### src/rtl/spi_reg_pkg.sv
// rtl/spi_reg_pkg.sv - shared constants, FSM state type and frame-width helper for spi_reg_peripheral
package spi_reg_pkg;

  localparam logic RW_WRITE = 1'b1;
  localparam logic RW_READ  = 1'b0;

  typedef enum logic [1:0] {
    IDLE,
    ADDR,
    DATA,
    DONE
  } state_t;

  function automatic int frame_w(input int addr_w, input int data_w);
    return 1 + addr_w + data_w;
  endfunction

endpackage

### src/rtl/spi_reg_peripheral_if.sv
// rtl/spi_reg_peripheral_if.sv - SPI pin bundle between controller and register peripheral
interface spi_reg_peripheral_if;

  logic nCS;
  logic SCLK;
  logic COPI;
  logic cipo;
  logic cipo_oe;

  modport master (
    output nCS,
    output SCLK,
    output COPI,
    input  cipo,
    input  cipo_oe
  );

  modport slave (
    input  nCS,
    input  SCLK,
    input  COPI,
    output cipo,
    output cipo_oe
  );

endinterface

### src/rtl/spi_sync_edge.sv
// rtl/spi_sync_edge.sv - multi-flop synchroniser with rise/fall pulses for one async pin
module spi_sync_edge #(
  parameter int   STAGES    = 2,
  parameter logic RESET_VAL = 1'b0
) (
  input  logic clk,
  input  logic rst_n,
  input  logic din,
  output logic dout,
  output logic rise,
  output logic fall
);

  logic [STAGES-1:0] sync_q;
  logic              prev_q;

  always_ff @(posedge clk or negedge rst_n) begin
    if (!rst_n) begin
      sync_q <= {STAGES{RESET_VAL}};
      prev_q <= RESET_VAL;
    end else begin
      sync_q <= {sync_q[STAGES-2:0], din};
      prev_q <= sync_q[STAGES-1];
    end
  end

  assign dout = sync_q[STAGES-1];
  assign rise = dout & ~prev_q;
  assign fall = ~dout & prev_q;

endmodule

### src/rtl/spi_reg_peripheral.sv
// rtl/spi_reg_peripheral.sv - SPI mode-0 read/write register bank; SPI_ERR_CNT_EN adds err_cnt
module spi_reg_peripheral
  import spi_reg_pkg::*;
#(
  parameter int NUM_REGS    = 8,
  parameter int DATA_W      = 8,
  parameter int ADDR_W      = 7,
  parameter int SYNC_STAGES = 2
) (
  input  logic                       clk,
  input  logic                       rst_n,
  spi_reg_peripheral_if.slave        spi,
  output logic [NUM_REGS*DATA_W-1:0] regs_out,
  output logic                       wr_strobe,
  output logic [ADDR_W-1:0]          wr_addr
`ifdef SPI_ERR_CNT_EN
  ,
  output logic [7:0]                 err_cnt
`endif
);

  localparam int FRAME_W = frame_w(ADDR_W, DATA_W);
  localparam int CNT_W   = $clog2(FRAME_W + 2);
  localparam logic [CNT_W-1:0] CNT_LAST_ADDR = CNT_W'(ADDR_W);
  localparam logic [CNT_W-1:0] CNT_ADDR_END  = CNT_W'(1 + ADDR_W);
  localparam logic [CNT_W-1:0] CNT_LAST_DATA = CNT_W'(FRAME_W - 1);
  localparam logic [CNT_W-1:0] CNT_FRAME     = CNT_W'(FRAME_W);
  localparam logic [CNT_W-1:0] CNT_SAT       = CNT_W'(FRAME_W + 1);

  logic ncs_s, ncs_rise, ncs_fall;
  logic sclk_s, sclk_rise, sclk_fall;
  logic copi_s, copi_rise, copi_fall;
  logic unused_sync;

  spi_sync_edge #(.STAGES(SYNC_STAGES), .RESET_VAL(1'b1)) u_sync_ncs (
    .clk(clk), .rst_n(rst_n), .din(spi.nCS),
    .dout(ncs_s), .rise(ncs_rise), .fall(ncs_fall)
  );
  spi_sync_edge #(.STAGES(SYNC_STAGES), .RESET_VAL(1'b0)) u_sync_sclk (
    .clk(clk), .rst_n(rst_n), .din(spi.SCLK),
    .dout(sclk_s), .rise(sclk_rise), .fall(sclk_fall)
  );
  spi_sync_edge #(.STAGES(SYNC_STAGES), .RESET_VAL(1'b0)) u_sync_copi (
    .clk(clk), .rst_n(rst_n), .din(spi.COPI),
    .dout(copi_s), .rise(copi_rise), .fall(copi_fall)
  );
  assign unused_sync = &{1'b0, sclk_s, copi_rise, copi_fall};

  state_t               state, state_nx;
  logic [CNT_W-1:0]     cnt;
  logic [FRAME_W-1:0]   shift_in;
  logic [DATA_W-1:0]    rd_shift;
  logic [DATA_W-1:0]    rd_word;
  logic                 rd_load_q;
  logic [DATA_W-1:0]    regs [NUM_REGS];

  logic                 f_rw;
  logic [ADDR_W-1:0]    f_addr;
  logic [DATA_W-1:0]    f_data;
  logic [ADDR_W-1:0]    rd_addr;
  logic                 addr_ok;
  logic                 commit;
  logic                 bit_sample;

  assign f_rw       = shift_in[FRAME_W-1];
  assign f_addr     = shift_in[DATA_W +: ADDR_W];
  assign f_data     = shift_in[DATA_W-1:0];
  assign rd_addr    = shift_in[ADDR_W-1:0];
  assign addr_ok    = int'(f_addr) < NUM_REGS;
  assign commit     = ncs_rise && (cnt == CNT_FRAME) && (f_rw == RW_WRITE) && addr_ok;
  // nCS edges take priority, so an SCLK edge landing with them is dropped
  assign bit_sample = sclk_rise && !ncs_fall && !ncs_rise && (state != IDLE);

`ifdef SPI_ERR_CNT_EN
  localparam bit ERR_READABLE = ((2 ** ADDR_W) - 1) >= NUM_REGS;
  logic [7:0] err_q;
  logic       reject;

  assign reject  = (cnt != CNT_FRAME) || ((f_rw == RW_WRITE) && !addr_ok);
  assign err_cnt = err_q;

  always_ff @(posedge clk or negedge rst_n) begin
    if (!rst_n) begin
      err_q <= 8'd0;
    end else if (ncs_rise && reject && (err_q != 8'hFF)) begin
      err_q <= err_q + 8'd1;
    end
  end
`endif

  always_comb begin
    rd_word = '0;
    for (int i = 0; i < NUM_REGS; i++) begin
      if (rd_addr == ADDR_W'(i)) rd_word = regs[i];
    end
`ifdef SPI_ERR_CNT_EN
    if (ERR_READABLE && (rd_addr == '1)) rd_word = DATA_W'(err_q);
`endif
  end

  always_ff @(posedge clk or negedge rst_n) begin
    if (!rst_n) state <= IDLE;
    else        state <= state_nx;
  end

  always_comb begin
    state_nx = state;
    if (ncs_rise) begin
      state_nx = IDLE;
    end else if (ncs_fall) begin
      state_nx = ADDR;
    end else if (bit_sample) begin
      case (state)
        ADDR:    if (cnt == CNT_LAST_ADDR) state_nx = DATA;
        DATA:    if (cnt == CNT_LAST_DATA) state_nx = DONE;
        default: state_nx = state;
      endcase
    end
  end

  always_ff @(posedge clk or negedge rst_n) begin
    if (!rst_n) begin
      cnt       <= '0;
      shift_in  <= '0;
      rd_shift  <= '0;
      rd_load_q <= 1'b0;
      wr_strobe <= 1'b0;
      wr_addr   <= '0;
      for (int i = 0; i < NUM_REGS; i++) regs[i] <= '0;
    end else begin
      wr_strobe <= 1'b0;
      rd_load_q <= 1'b0;
      if (ncs_fall) begin
        cnt      <= '0;
        shift_in <= '0;
        rd_shift <= '0;
      end else if (commit) begin
        for (int i = 0; i < NUM_REGS; i++) begin
          if (f_addr == ADDR_W'(i)) regs[i] <= f_data;
        end
        wr_strobe <= 1'b1;
        wr_addr   <= f_addr;
      end else if (bit_sample) begin
        shift_in <= {shift_in[FRAME_W-2:0], copi_s};
        if (cnt != CNT_SAT) cnt <= cnt + CNT_W'(1);
        if (cnt == CNT_LAST_ADDR) rd_load_q <= 1'b1;
      end
      // MSB is held through the falling edge that ends the address phase
      if (rd_load_q) begin
        rd_shift <= rd_word;
      end else if (sclk_fall && (state == DATA) && (cnt > CNT_ADDR_END)) begin
        rd_shift <= {rd_shift[DATA_W-2:0], 1'b0};
      end
    end
  end

  for (genvar g = 0; g < NUM_REGS; g++) begin : g_regs_out
    assign regs_out[g*DATA_W +: DATA_W] = regs[g];
  end

  assign spi.cipo    = (state == DATA) ? rd_shift[DATA_W-1] : 1'b0;
  assign spi.cipo_oe = ~ncs_s;

endmodule

### src/flat_wrapper.sv
// flat-port wrapper written by rule: the top's interface ports become plain ports
module spi_reg_peripheral_flat import spi_reg_pkg::*;
#(
  parameter int NUM_REGS    = 8,
  parameter int DATA_W      = 8,
  parameter int ADDR_W      = 7,
  parameter int SYNC_STAGES = 2
)
  (clk, rst_n, regs_out, wr_strobe, wr_addr, spi_nCS, spi_SCLK, spi_COPI, spi_cipo, spi_cipo_oe);
  spi_reg_peripheral_if spi_i ();
  input  logic clk;
  input  logic rst_n;
  output logic [NUM_REGS*DATA_W-1:0] regs_out;
  output logic wr_strobe;
  output logic [ADDR_W-1:0] wr_addr;
  input wire logic [$bits(spi_i.nCS)-1:0] spi_nCS;
  input wire logic [$bits(spi_i.SCLK)-1:0] spi_SCLK;
  input wire logic [$bits(spi_i.COPI)-1:0] spi_COPI;
  output wire logic [$bits(spi_i.cipo)-1:0] spi_cipo;
  output wire logic [$bits(spi_i.cipo_oe)-1:0] spi_cipo_oe;
  assign spi_i.nCS = spi_nCS;
  assign spi_i.SCLK = spi_SCLK;
  assign spi_i.COPI = spi_COPI;
  assign spi_cipo = spi_i.cipo;
  assign spi_cipo_oe = spi_i.cipo_oe;
  spi_reg_peripheral #(.NUM_REGS(NUM_REGS), .DATA_W(DATA_W), .ADDR_W(ADDR_W), .SYNC_STAGES(SYNC_STAGES)) u_core (.clk(clk), .rst_n(rst_n), .spi(spi_i), .regs_out(regs_out), .wr_strobe(wr_strobe), .wr_addr(wr_addr));
endmodule
### config.mk
export PLATFORM = sky130hd
export DESIGN_NAME = spi_reg_peripheral_flat
export DESIGN_NICKNAME = d
export VERILOG_FILES = /design/src/rtl/spi_reg_pkg.sv /design/src/rtl/spi_reg_peripheral_if.sv /design/src/rtl/spi_sync_edge.sv /design/src/rtl/spi_reg_peripheral.sv /design/src/flat_wrapper.sv
export SDC_FILE = /design/constraint.sdc
export NUM_CORES = 1
export LEC_CHECK = 0
export CELL_PAD_IN_SITES_DETAIL_PLACEMENT = 1
export CELL_PAD_IN_SITES_GLOBAL_PLACEMENT = 2
export CORE_ASPECT_RATIO = 1.4
export CORE_MARGIN = 2
export CORE_UTILIZATION = 39
export CTS_CLUSTER_DIAMETER = 80
export CTS_CLUSTER_SIZE = 25
export DETAILED_ROUTE_END_ITERATION = 7
export HOLD_SLACK_MARGIN = 0.03
export PLACE_DENSITY_LB_ADDON = 0.15
export RECOVER_POWER = 25
export SETUP_SLACK_MARGIN = 0.05
export SLEW_MARGIN = 0
export SYNTH_ARGS = -nofsm -noshare
export SYNTH_HDL_FRONTEND = slang
export SYNTH_SLANG_ARGS = --single-unit
### constraint.sdc
create_clock -name clk -period 5.2 [get_ports clk]
set_input_delay 1.3 -clock clk [delete_from_list [all_inputs] [get_ports clk]]
set_output_delay 1.3 -clock clk [all_outputs]
set_load 0.05 [all_outputs]
After elaboration in Yosys (flattened, before gate mapping)
Cells that the tools add are included.
{"block": "op_classes", "n_addsub": 1, "order_cmp": 2, "eq_ne": 23, "n_mux": 31, "n_bitwise": 9, "n_reduce_logical": 30}
{"operator": "$mux 8", "count": 11}
{"operator": "$eq 7x3->1 const B", "count": 8}
{"operator": "$mux 16", "count": 3}
{"operator": "$eq 7x2->1 const B", "count": 4}
{"operator": "$reduce_and 3->1", "count": 9}
{"operator": "$mux 5", "count": 4}
{"operator": "$eq 7x1->1 const B", "count": 2}
{"operator": "$logic_not 7->1", "count": 2}
{"operator": "$mux 2", "count": 5}
{"operator": "$logic_and 1x1->1", "count": 8}
{"operator": "$ne 4x1->1 const B", "count": 2}
{"operator": "$lt 7x4->1 const B", "count": 1}
{"operator": "$mux 1", "count": 7}
{"operator": "$reduce_bool 2->1", "count": 3}
{"operator": "$reduce_bool 3->1", "count": 2}
{"operator": "$add 5x1->5 const B", "count": 1}
{"operator": "$eq 5x3->1 const B", "count": 1}
{"operator": "$eq 5x4->1 const B", "count": 1}
{"operator": "$eq 5x5->1 const B", "count": 1}
{"operator": "$gt 5x4->1 const B", "count": 1}
{"operator": "$ne 5x5->1 const B", "count": 1}
{"operator": "$not 1->1", "count": 5}
{"operator": "$and 1x1->1", "count": 4}
{"operator": "$pmux 2 s2", "count": 1}
{"operator": "7 further kinds", "count": 9}
{"block": "totals", "regBits": 112, "inputBits": 5, "out_inout_bits": 74, "wordCells": 116}

Logic depth before layout (Yosys ltp)
Gate-level depths: netlist (run 1).
{"block": "depth", "word_depth": 10, "mapped_depth": 8, "mapped_depth_nobuf": 7}

By module
A second synthesis (run 1) with hierarchy kept.
{"block": "unflattened", "hier_cells": 424, "hier_area_um2": 5190.0}
{"module": "spi_reg_peripheral", "instances": 1, "cells_per_inst": 409, "area_per_inst_um2": 4916.0, "seq_area_each_um2": 2602.5}
{"module": "spi_sync_edge (u_core.u_sync_copi ...)", "instances": 2, "cells_per_inst": 5, "area_per_inst_um2": 90.1, "seq_area_each_um2": 75.1}
{"module": "spi_sync_edge (u_core.u_sync_ncs)", "instances": 1, "cells_per_inst": 5, "area_per_inst_um2": 93.8, "seq_area_each_um2": 78.8}

Worst setup path before layout (run 1)
No wires, ideal clock.
{"block": "synth_path", "kind": "flip-flop to flip-flop", "startpoint": "register u_core.u_sync_ncs.sync_q[1]", "endpoint": "register u_core.regs (netlist bit u_core.regs_out[24])", "setup_ps": 125, "arrival_ps": 2899, "required_time_ps": 5075, "path_slack_ps": 2176, "path_stages_with_launch": 9, "n_path_buf": 1, "period_less_slack_ps": 3024, "path_cell_list": "dfstp_2 > inv_1 > ha_1 > or4b_4 > nor4_4 > nand2_2 > or4_1 > buf_4 > mux2_4"}
{"block": "synth_via", "word_cells_on_any_way": 8}
{"item": "start: declaration", "line": "spi_sync_edge.sv:14", "text": "logic [STAGES-1:0] sync_q;"}
{"item": "start signal: assignment", "line": "spi_sync_edge.sv:19", "text": "sync_q <= {STAGES{RESET_VAL}};"}
{"item": "start signal: assignment", "line": "spi_sync_edge.sv:22", "text": "sync_q <= {sync_q[STAGES-2:0], din};"}
{"item": "$not 1->1"}
{"item": "via spi_cipo_oe", "line": "flat_wrapper.sv:20", "text": "output wire logic [$bits(spi_i.cipo_oe)-1:0] spi_cipo_oe;"}
{"item": "$and 1x1->1", "line": "spi_sync_edge.sv:29", "text": "assign fall = ~dout & prev_q;"}
{"item": "$not 1->1 (no source line)"}
{"item": "$reduce_and 3->1 (no source line)"}
{"item": "end signal: indexed assignment", "line": "spi_reg_peripheral.sv:139", "text": "if (f_addr == ADDR_W'(i)) regs[i] <= f_data;"}
{"item": "end: declaration", "line": "spi_reg_peripheral.sv:55", "text": "logic [DATA_W-1:0] regs [NUM_REGS];"}
The timed path passes the listed nets, and every way through them passes these cells.
A chain may end at the register's enable or synchronous reset.

Worst setup path after layout (run 1)
{"block": "layout_path", "startpoint": "register u_core.u_sync_ncs.sync_q[1]", "endpoint": "register u_core.regs (netlist bit u_core.regs_out[50])"}
{"block": "layout_via", "elab_chain_len": 5, "word_cells_on_any_way": 8}
{"item": "$and 1x1->1", "line": "spi_sync_edge.sv:28", "text": "assign rise = dout & ~prev_q;"}
{"item": "$logic_and 1x1->1 (3 in series)", "line": "spi_reg_peripheral.sv:70", "text": "assign commit = ncs_rise && (cnt == CNT_FRAME) && (f_rw == RW_WRITE) && addr_ok;"}
{"item": "$reduce_and 3->1 (no source line) (*)"}
Every way passes the cells marked *; elsewhere a longest branch is shown, timed or not.

==> flow_summary_export.csv, run 1 <==
group,metric,value,unit
timing,setup_total_negative_slack,0,ns
critical_path,setup.worst_path.class,"reg2reg",
critical_path,worst-endpoint-required,5.43,ns
cells_and_area,layout.cells.most_common_list,"sky130_fd_sc_hd__dfrtp_1 (109), sky130_fd_sc_hd__clkdlybuf4s50_1 (74), sky130_fd_sc_hd__mux2_2 (48)",
timing,hold_viol_final,0,
grt,initial_antenna_violation_count,0,
timing,post_route_skew,0.00760,ns
pwr,design_power_total,1800,uW
clocking,cts_inserted_buffers,9,
cells_and_area,ratio_of_cells_with_drive_above_1_in_the_final_layout,18.3,%
placement,dp_wirelength,9.31,mm
grt,grt_first_pass_wirelength,21.7,mm
timing,maxClockFrequency,249,MHz
routing,drt-pass1-iter-count,4,
run_status,violated_checks,"max-capacitance violations, max-slew violations",
yosys,ys.flop_type,"sky130_fd_sc_hd__dfrtp_1",
routing,antenna_violating_nets_post_route,0,
clocking,clockRootBuffer,"sky130_fd_sc_hd__clkbuf_16",
yosys,synth-warning-count,0,
yosys,yosys.area_share.simple,10.5,%
yosys,syn-mean-instance-area,12.1,um2
yosys,syn_area,5230,um2
cells_and_area,area_delta_synth_final,23.0,%
timing,timing.max_slew.rel_slack,-76.8,%
critical_path,worst-path-max-fanout,33,
critical_path,critPathBufInv,2,
routing,drcViolationCount,0,
die,core.rowCount,50,
grt,gr-usage-all-layers,19.8,%
timing,final_number_of_setup_violating_endpoints,0,
routing,vias,3597,
die,core,13300,um2
placement,postPlaceCellArea,6150,um2
run_status,status,"finished with violations",
critical_path,launch_point_of_the_worst_reg_to_reg_path,"u_core.u_sync_ncs.sync_q[1]$_DFF_PN1_",
yosys,synth_compound_area_share,7.41,%
yosys,synth_cell_type_count,50,
clocking,post_cts_hold_buffer_count,0,
timing,finalCriticalPeriod,4.01,ns
critical_path,critPathArrivalTime,4.24,ns
critical_path,crit_path_end_kind,"flop",
min_path,hp-start,"u_core.u_sync_copi.sync_q[0]$_DFF_PN0_",
cells_and_area,final_design_area_no_fill,6430,um2
clocking,tritoncts,"yes",
critical_path,critical_path.cell_chain,"inv_1, ha_1, clkbuf_1, or4b_4, nor4_4, nand3_1, nor3b_2, mux2_2",
yosys,synth_top_family_by_area,"multiplexers",
clocking,clkLatencyLatePin,0.35,ns
routing,via_per_inst,5.29,
cells_and_area,nNetsFinal,507,
placement,routabilityCongestion,0.768,
timing,final-max-slew-violation-count,47,
critical_path,setup.worst_path.start_class,"flop",
routing,wl,13.6,mm
clocking,post_cts_resized,0,
grt,first_global_vias,3828,
yosys,synth.net_count,445,
yosys,synth-seq-cells,112,
yosys,synth_edf_count,0,
job,drv.max_cap_violation_count,1,
critical_path,crit_path_top_delay_cell,"sky130_fd_sc_hd__nor3b_2",
critical_path,critical-path-top-delay-family,"simple AND/OR/NAND/NOR gates",
routing,post_drt_wl_per_cell,19.9,um
yosys,synthesis.instances,431,
pwr,ir_drop,0.000149,V
die,floorplan.die_area,14400,um2
min_path,hold_class,"reg2reg",
yosys,post_synthesis_share_of_cell_area_spent_on_xor_and_xnor_gates,0.502,%
cells_and_area,fillerInstances,1413,
pwr,power-per-cell-area,279,nW/um2
yosys,arithmetic_cell_share_of_the_synthesized_area_counting_full_adders_half_adders_and_majority_gates,2.15,%
cells_and_area,layout_commonest_cell,"sky130_fd_sc_hd__dfrtp_1",
critical_path,setup.worst_path.start,"u_core.u_sync_ncs.sync_q[1]$_DFF_PN1_",
clocking,postCtsSetupBuffers,0,
cells_and_area,num_antenna_cells,0,
die,die_w,102,um
clocking,htree_levels,3,
timing,min_period_over_period,77.1,%
grt,largest_net_degree_at_the_start_of_global_routing,47,
clocking,cts.sink_count,112,
yosys,synth_sequential_area_ratio,53.6,%
timing,rsz0062_at_grt,"false",
grt,grt_overflow_total,0,
clocking,cts.reportedPaths.clkPinSlew,0.07,ns
die,io_pins,79,
yosys,synth.area.mux_share,22.4,%
die,die-height,141,um
die,start_util,39.4,%
placement,io_buffer_count,78,
pwr,leakage,0.00287,uW
critical_path,critical_path.max_stage_delay,0.82,ns
yosys,share_of_flip_flops_with_an_asynchronous_set_or_reset,100,%
timing,slew_of_the_pin_with_the_lowest_slew_margin,2.65,ns
clocking,clockBufferDepth,2,
routing,drt_iter0_markers,80,
==> path summary, 6_finish.rpt <==
kind | to | slack (ns) | cells after the start
setup / recovery | u_core.regs_out[50]$_DFFE_PN0P_ | 1.19 | 8
hold / removal | u_core.u_sync_copi.sync_q[1]$_DFF_PN0_ | 0.36 | 0
setup reg to reg | u_core.regs_out[50]$_DFFE_PN0P_ | 1.19 | 8
hold reg to reg | u_core.u_sync_copi.sync_q[1]$_DFF_PN0_ | 0.36 | 0
max in group asynchronous | u_core.shift_in[0]$_DFFE_PN0P_ | 1.49 | 2
min in group asynchronous | u_core.regs_out[58]$_DFFE_PN0P_ | 1.77 | 1
==> where the power goes <==
part	switching [uW]	internal [uW]	total (uW)
Combinational	122	66.3	189
Clock	328	374	702
Sequential	15.3	889	905
==> registers in the layout (all words and copies together) (netlist names) <==
register / count
u_core.u_sync_copi.sync_q: 2
u_core.rd_load_q: 1
u_core.shift_in: 16
u_core.state: 2
u_core.rd_shift: 8
u_core.wr_strobe: 1
u_core.wr_addr: 7
u_core.regs_out: 64
u_core.u_sync_ncs.sync_q: 2
u_core.u_sync_sclk.sync_q: 2
u_core.u_sync_sclk.prev_q: 1
u_core.cnt: 5
u_core.u_sync_ncs.prev_q: 1
==> cell usage after synthesis, drive strengths merged (2+ instances only) <==
cell type / n / area, um2
dfrtp: 109 / 2730
mux2: 67 / 785
nand2: 40 / 153
clkbuf: 28 / 106
mux2i: 23 / 230
o21ai: 23 / 115
a21oi: 13 / 65.1
inv: 11 / 41.3
nor2: 11 / 46.3
ha: 9 / 113
nand2b: 9 / 56.3
nor2b: 9 / 56.3
mux4: 7 / 158
nand3: 7 / 35.0
a31oi: 6 / 37.5
and2: 6 / 37.5
o21a: 6 / 45.0
buf: 5 / 27.5
o32ai: 5 / 43.8
dfstp: 3 / 78.8
nand4: 3 / 18.8
nor3: 3 / 15.0
nor3b: 3 / 27.5
nor4: 3 / 33.8
or3: 3 / 18.8
a311oi: 2 / 17.5
or4: 2 / 15.0
xor2: 2 / 17.5
==> final cells by class <==
cell class	count	area [um2]	share of cell area (%)
flip-flops and latches	112	2810	43.6
multi-input cells	275	2250	35.0
repair buffers	84	813	12.6
well taps	182	228	3.54
clock buffers	9	225	3.50
clock inverters	7	71.3	1.11
inverters	11	41.3	0.642
==> layer usage <==
layer / GRT usage (%) / wire length (um) / part of all wire [%] / up-vias
met4: 6.11 / 227 / 1.7 / 0
met1: 26.1 / 5870 / 43 / 1885
li1: - / - / - / 1637
met3: 2.53 / 318 / 2.3 / 15
met5: 0 / 0 / 0 / -
met2: 33.6 / 7140 / 53 / 60
==> worst reg2reg max path: stages (launching register included) <==
cell	delay (ns)
sky130_fd_sc_hd__dfstp_1	0.55
sky130_fd_sc_hd__inv_1	0.07
sky130_fd_sc_hd__ha_1	0.17
sky130_fd_sc_hd__clkbuf_1	0.58
sky130_fd_sc_hd__or4b_4	0.75
sky130_fd_sc_hd__nor4_4	0.25
sky130_fd_sc_hd__nand3_1	0.28
sky130_fd_sc_hd__nor3b_2	0.82
sky130_fd_sc_hd__mux2_2	0.43
==> kinds of logic (layout without fill, tap and decap cells) <==
logic type                 after synthesis  in the layout
and+or+nand+nor                        103            103
AOI/OAI and AO/OA                       63             63
muxes                                   97             97
xor gates and xnor gates                 3              3
buffers and inverters                   44            111
adders and majority gates                9              9
DFF                                    112            112
==> metrics by stage <==
step	hold slack [ns]	setup slack (ns)	utilization (%)	instances
floorplan	0.331	2.18	-	431
global placement	0.338	1.78	46.4	664
detailed placement	0.344	1.74	46.4	664
CTS	0.360	1.70	48.6	680
global route	0.366	0.934	48.5	680
finish	0.360	1.19	48.5	680
No activity file was read; power rests on OpenSTA's default activity.
==> inputs of run 2 (changes only) <==
Settings changed: CORE_UTILIZATION 39 to 36.
Clock period 5.2 ns to 3.85 ns, I/O delays scaled along.
==> run 2 against run 1 <==
The flow still finishes with violations (max-capacitance violations, max-slew violations). Maximum frequency increased by 30%. Routed wire length increased by 2.3%. Critical path type unchanged. Worst setup slack got worse by 0.41 ns.
==> flow_summary_export.csv, run 2 (synthesized netlist as in run 1, its figures left out) <==
group,metric,value,unit
clocking,cts.sink_count,112,
clocking,htree_levels,3,
cells_and_area,layout_commonest_cell,"sky130_fd_sc_hd__dfrtp_1",
timing,slew_of_the_pin_with_the_lowest_slew_margin,1.63,ns
grt,largest_net_degree_at_the_start_of_global_routing,61,
routing,via_per_inst,5.22,
clocking,postCtsSetupBuffers,0,
clocking,tritoncts,"yes",
critical_path,regToRegSetupSlack,0.77,ns
clocking,clockRootBuffer,"sky130_fd_sc_hd__clkbuf_16",
cells_and_area,fillerInstances,1529,
run_status,violated_checks,"max-capacitance violations, max-slew violations",
critical_path,reg2reg_to,"u_core.regs_out[25]$_DFFE_PN0P_",
critical_path,worst-endpoint-required,4.08,ns
min_path,depth_of_the_worst_hold_timing_path,0,
cells_and_area,ratio_of_cells_with_drive_above_1_in_the_final_layout,19.2,%
timing,final_number_of_setup_violating_endpoints,0,
critical_path,worst-path-max-fanout,10,
timing,fin_ws,0.775,ns
cells_and_area,num_antenna_cells,0,
placement,io_buffer_count,78,
cells_and_area,nNetsFinal,511,
job,drv.max_cap_violation_count,1,
clocking,cts_inserted_buffers,9,
clocking,post_cts_hold_buffer_count,0,
cells_and_area,largest_register_ffs,64,
timing,post_route_skew,0.0134,ns
timing,maxClockFrequency,325,MHz
pwr,design_power_total,2440,uW
critical_path,launch_point_of_the_worst_reg_to_reg_path,"u_core.u_sync_ncs.sync_q[1]$_DFF_PN1_",
min_path,hold_class,"reg2reg",
grt,first_global_vias,3934,
grt,gr-usage-all-layers,19.0,%
timing,final-max-slew-violation-count,61,
die,core.rowCount,52,
die,start_util,36.5,%
critical_path,r2r_cells,7,
cells_and_area,layout.cells.most_common_list,"sky130_fd_sc_hd__dfrtp_1 (109), sky130_fd_sc_hd__clkdlybuf4s50_1 (74), sky130_fd_sc_hd__mux2_2 (48)",
placement,dp_wirelength,9.60,mm
min_path,hp-start,"u_core.u_sync_sclk.sync_q[0]$_DFF_PN0_",
die,floorplan.die_area,15500,um2
routing,drt-pass1-iter-count,4,
routing,post_drt_wl_per_cell,20.1,um
clocking,cts.reportedPaths.clkPinSlew,0.07,ns
pwr,leakage,0.00290,uW
critical_path,setup.worst_path.class,"reg2reg",
placement,routabilityCongestion,0.777,
pwr,power-per-cell-area,377,nW/um2
die,die_w,106,um
min_path,min_to,"u_core.u_sync_sclk.sync_q[1]$_DFF_PN0_",
routing,wl,13.9,mm
grt,initial_antenna_violation_count,0,
routing,drt_iter0_markers,116,
pwr,ir_drop,0.000228,V
timing,finalCriticalPeriod,3.08,ns
timing,timing.max_slew.rel_slack,-8.45,%
routing,drcViolationCount,0,
timing,rsz0062_at_grt,"false",
cells_and_area,area_delta_synth_final,24.0,%
critical_path,setup.worst_path.start_class,"flop",
clocking,post_cts_resized,0,
timing,min_period_over_period,79.9,%
clocking,clockBufferDepth,2,
timing,hold_viol_final,0,
die,die-height,147,um
timing,setup_total_negative_slack,0,ns
critical_path,crit_path_end_kind,"flop",
run_status,status,"finished with violations",
die,core,14300,um2
grt,grt_first_pass_wirelength,22.7,mm
placement,pre_cts_ws,0.792,ns
critical_path,critPathArrivalTime,3.31,ns
clocking,clkLatencyLatePin,0.35,ns
grt,grt_overflow_total,0,
die,io_pins,79,
routing,antenna_violating_nets_post_route,0,
routing,vias,3599,
run 2: changes by cell type in the layout (fill, tap and decap cells not counted):
cell / before / now
sky130_fd_sc_hd__buf_4: 4 / 9
sky130_fd_sc_hd__clkbuf_1: 2 / 0
sky130_fd_sc_hd__clkbuf_2: 1 / 2
sky130_fd_sc_hd__clkbuf_8: 0 / 1
sky130_fd_sc_hd__clkinv_2: 2 / 0
sky130_fd_sc_hd__clkinv_4: 0 / 1
sky130_fd_sc_hd__clkinvlp_4: 3 / 1
sky130_fd_sc_hd__inv_6: 1 / 2
run 2: area by class of cell:
cell class | instances | area [um2] | area share (%)
Sequential cell | 112 | 2810 | 43.3
Timing Repair Buffer | 88 | 848 | 13.1
Clock buffer | 10 | 239 | 3.69
Multi-Input combinational cell | 275 | 2250 | 34.7
Tap cell | 189 | 236 | 3.65
Inverter | 11 | 41.3 | 0.637
Clock inverter | 5 | 63.8 | 0.984
run 2: how the worst max path moves through the flow:
| stage | startpoint | to | slack [ns] | depth (start not counted) |
|---|---|---|---|---|
| final | u_core.u_sync_ncs.sync_q[1]$_DFF_PN1_ | u_core.regs_out[25]$_DFFE_PN0P_ | 0.77 | 7 |
| after global placement | u_core.u_sync_ncs.sync_q[1]$_DFF_PN1_ | u_core.regs_out[24]$_DFFE_PN0P_ | 0.88 | 7 |
| after global routing | u_core.u_sync_ncs.sync_q[1]$_DFF_PN1_ | u_core.regs_out[25]$_DFFE_PN0P_ | 0.62 | 7 |
| after CTS | u_core.u_sync_ncs.sync_q[1]$_DFF_PN1_ | u_core.regs_out[25]$_DFFE_PN0P_ | 0.78 | 7 |
| after detailed placement | u_core.u_sync_ncs.sync_q[1]$_DFF_PN1_ | u_core.regs_out[25]$_DFFE_PN0P_ | 0.79 | 7 |
| after floorplan | u_core.u_sync_ncs.sync_q[1]$_DFF_PN1_ | u_core.regs_out[24]$_DFFE_PN0P_ | 0.83 | 8 |
run 2: where the power goes:
group          switching [uW]  internal (uW)
Clock                     435            525
Combinational             158           94.5
Sequential               27.9           1200
run 2: per-stage QoR:
step	util, %	instances	area [um2]	hold WS [ns]
after floorplan	-	431	5230	0.331
after global placement	43.3	675	6200	0.336
after detailed placement	43.3	675	6200	0.339
after CTS	45.4	690	6500	0.355
after global routing	45.3	690	6480	0.361
final	45.3	690	6480	0.352
run 2: layer usage:
metal	track usage, %	up-vias	part of all wire [%]
met5	0	-	0
met4	5.13	0	1.5
met3	2.95	9	1.7
met2	33.0	51	52
met1	24.5	1889	45
li1	-	1650	-
run 2: critical path, stage by stage, from the launching register on:
cell and delay (ns):
sky130_fd_sc_hd__dfstp_1 0.55, sky130_fd_sc_hd__inv_1 0.06, sky130_fd_sc_hd__ha_1 0.19, sky130_fd_sc_hd__or4b_4 0.53, sky130_fd_sc_hd__nor4_4 0.24, sky130_fd_sc_hd__nand2_2 0.19, sky130_fd_sc_hd__or4_1 0.79, sky130_fd_sc_hd__mux2_4 0.40
==> inputs of run 3 (changes only) <==
Settings changed: CORE_UTILIZATION 36 to 33.
Clock period 3.85 ns to 2.7 ns, I/O delays scaled along.
==> run 3 against run 2 <==
The flow now finishes without violations. Worst hold slack gained 0.0042 ns. Combinational power is 53% higher. Utilization fell by 1.6 points. Sequential share of layout area is 2.0 points lower. Total power is 48% higher. Critical path type unchanged. Largest power group unchanged. Highest routed layer unchanged.
==> flow_summary_export.csv, run 3 (synthesized netlist as in run 1, its figures left out) <==
group,metric,value,unit
timing,maxClockFrequency,379,MHz
cells_and_area,ratio_of_cells_with_drive_above_1_in_the_final_layout,23.9,%
clocking,clkLatencyLatePin,0.35,ns
critical_path,critical_path.max_stage_delay,0.54,ns
timing,hold_viol_final,0,
grt,gr-usage-all-layers,17.7,%
cells_and_area,largest_register_ffs,64,
critical_path,critPathBufInv,2,
clocking,clockBufferDepth,2,
cells_and_area,layout.cells.most_common_list,"sky130_fd_sc_hd__dfrtp_1 (109), sky130_fd_sc_hd__clkdlybuf4s50_1 (73), sky130_fd_sc_hd__mux2_2 (44)",
cells_and_area,area_delta_synth_final,29.8,%
critical_path,worst-endpoint-required,2.93,ns
critical_path,crit_path_end_kind,"flop",
die,io_pins,79,
grt,largest_net_degree_at_the_start_of_global_routing,43,
timing,final_number_of_setup_violating_endpoints,0,
critical_path,critical_path.cell_chain,"inv_2, ha_4, or4b_4, nor4_4, nand2_2, or3_1, buf_4, mux2_1",
die,core.rowCount,54,
routing,drt_iter0_markers,112,
die,start_util,33.7,%
placement,dp_wirelength,10.3,mm
critical_path,setup.worst_path.start_class,"flop",
routing,via_per_inst,5.09,
die,core,15500,um2
run_status,status,"completed",
cells_and_area,num_antenna_cells,0,
cells_and_area,nNetsFinal,531,
cells_and_area,layout_commonest_cell,"sky130_fd_sc_hd__dfrtp_1",
pwr,ir_drop,0.000307,V
critical_path,critPathArrivalTime,2.87,ns
pwr,leakage,0.00304,uW
critical_path,critical-path-top-delay-family,"simple AND/OR/NAND/NOR gates",
cells_and_area,final_core_util,43.7,%
clocking,clockRootBuffer,"sky130_fd_sc_hd__clkbuf_16",
clocking,cts.sink_count,112,
min_path,hold_class,"reg2reg",
cells_and_area,final_design_area_no_fill,6790,um2
placement,postPlaceCellArea,6400,um2
grt,initial_antenna_violation_count,0,
die,floorplan.die_area,16900,um2
routing,antenna_violating_nets_post_route,0,
critical_path,crit_path_top_delay_cell,"sky130_fd_sc_hd__dfstp_2",
die,die_w,110,um
cells_and_area,finalNonFillerCells,718,
routing,drt-pass1-iter-count,4,
die,die-height,153,um
critical_path,regToRegSetupSlack,0.06,ns
timing,min_period_over_period,97.8,%
timing,final-max-slew-violation-count,0,
timing,finalCriticalPeriod,2.64,ns
timing,post_route_skew,0.00979,ns
critical_path,worst-path-max-fanout,5,
clocking,cts_inserted_buffers,9,
clocking,tritoncts,"yes",
routing,post_drt_wl_per_cell,19.9,um
routing,vias,3657,
timing,rsz0062_at_grt,"true",
grt,first_global_vias,3998,
timing,timing.max_slew.rel_slack,26.0,%
clocking,cts.reportedPaths.clkPinSlew,0.07,ns
grt,grt_first_pass_wirelength,23.5,mm
grt,grt_overflow_total,0,
routing,wl,14.3,mm
timing,slew_of_the_pin_with_the_lowest_slew_margin,1.11,ns
placement,io_buffer_count,78,
placement,numPlacedInstances,699,
pwr,power-per-cell-area,531,nW/um2
clocking,htree_levels,3,
critical_path,setup.worst_path.class,"reg2reg",
timing,setup_total_negative_slack,0,ns
routing,drcViolationCount,0,
placement,routabilityCongestion,0.776,
job,drv.max_cap_violation_count,0,
run 3: final timing paths:
| check | to | from | cells past startpoint |
|---|---|---|---|
| worst min-delay path | u_core.u_sync_sclk.sync_q[1]$_DFF_PN0_ | u_core.u_sync_sclk.sync_q[0]$_DFF_PN0_ | 0 |
| worst max-delay path | u_core.regs_out[14]$_DFFE_PN0P_ | u_core.u_sync_ncs.sync_q[1]$_DFF_PN1_ | 8 |
| min in group asynchronous | u_core.rd_shift[2]$_DFFE_PN0P_ | rst_n | 1 |
| worst max register to register | u_core.regs_out[14]$_DFFE_PN0P_ | u_core.u_sync_ncs.sync_q[1]$_DFF_PN1_ | 8 |
| max in group asynchronous | u_core.regs_out[47]$_DFFE_PN0P_ | rst_n | 2 |
| worst min register to register | u_core.u_sync_sclk.sync_q[1]$_DFF_PN0_ | u_core.u_sync_sclk.sync_q[0]$_DFF_PN0_ | 0 |
run 3: what timing repair did:
action,CTS,global route
hold buffers,0,0
setup buffers,3,0
setup endpoints to repair,39,51
gates resized for setup,12,3
pin swaps,5,1
run 3: power by group:
group	switching (uW)	leakage, uW	internal (uW)	total [uW]
sequential	40.0	0.00154	1710	1750
clock	647	0.000153	823	1470
combinational	229	0.00135	157	386
total	915	0.00304	2690	3610
run 3: layout make-up:
cell class                 count  area, um2
multi-input combinational    275       2310
clock inverter                 7        101
tap                          196        245
inverter                      11       41.3
sequential                   112       2810
timing repair buffer         108       1060
clock buffer                   9        225
fill                        1668       8750
run 3: per-stage QoR:
step                      worst slack (ns)  power [uW]  hold WS [ns]
after floorplan                     -0.324        2020         0.331
after global placement            -0.00235        2180         0.334
after detailed placement           -0.0621        2190         0.342
after CTS                         -0.00812        3680         0.347
after global routing               -0.0232        3790         0.368
final                               0.0582        3610         0.356
run 3: metal layers:
layer  GRT usage, %  vias to the layer above  part of all wire, %
li1               -                     1705                    -
met1           22.4                     1897                   43
met2           32.1                       47                   55
met3           2.50                        8                  1.9
met4           3.81                        0                 0.87
met5              0                        -                    0
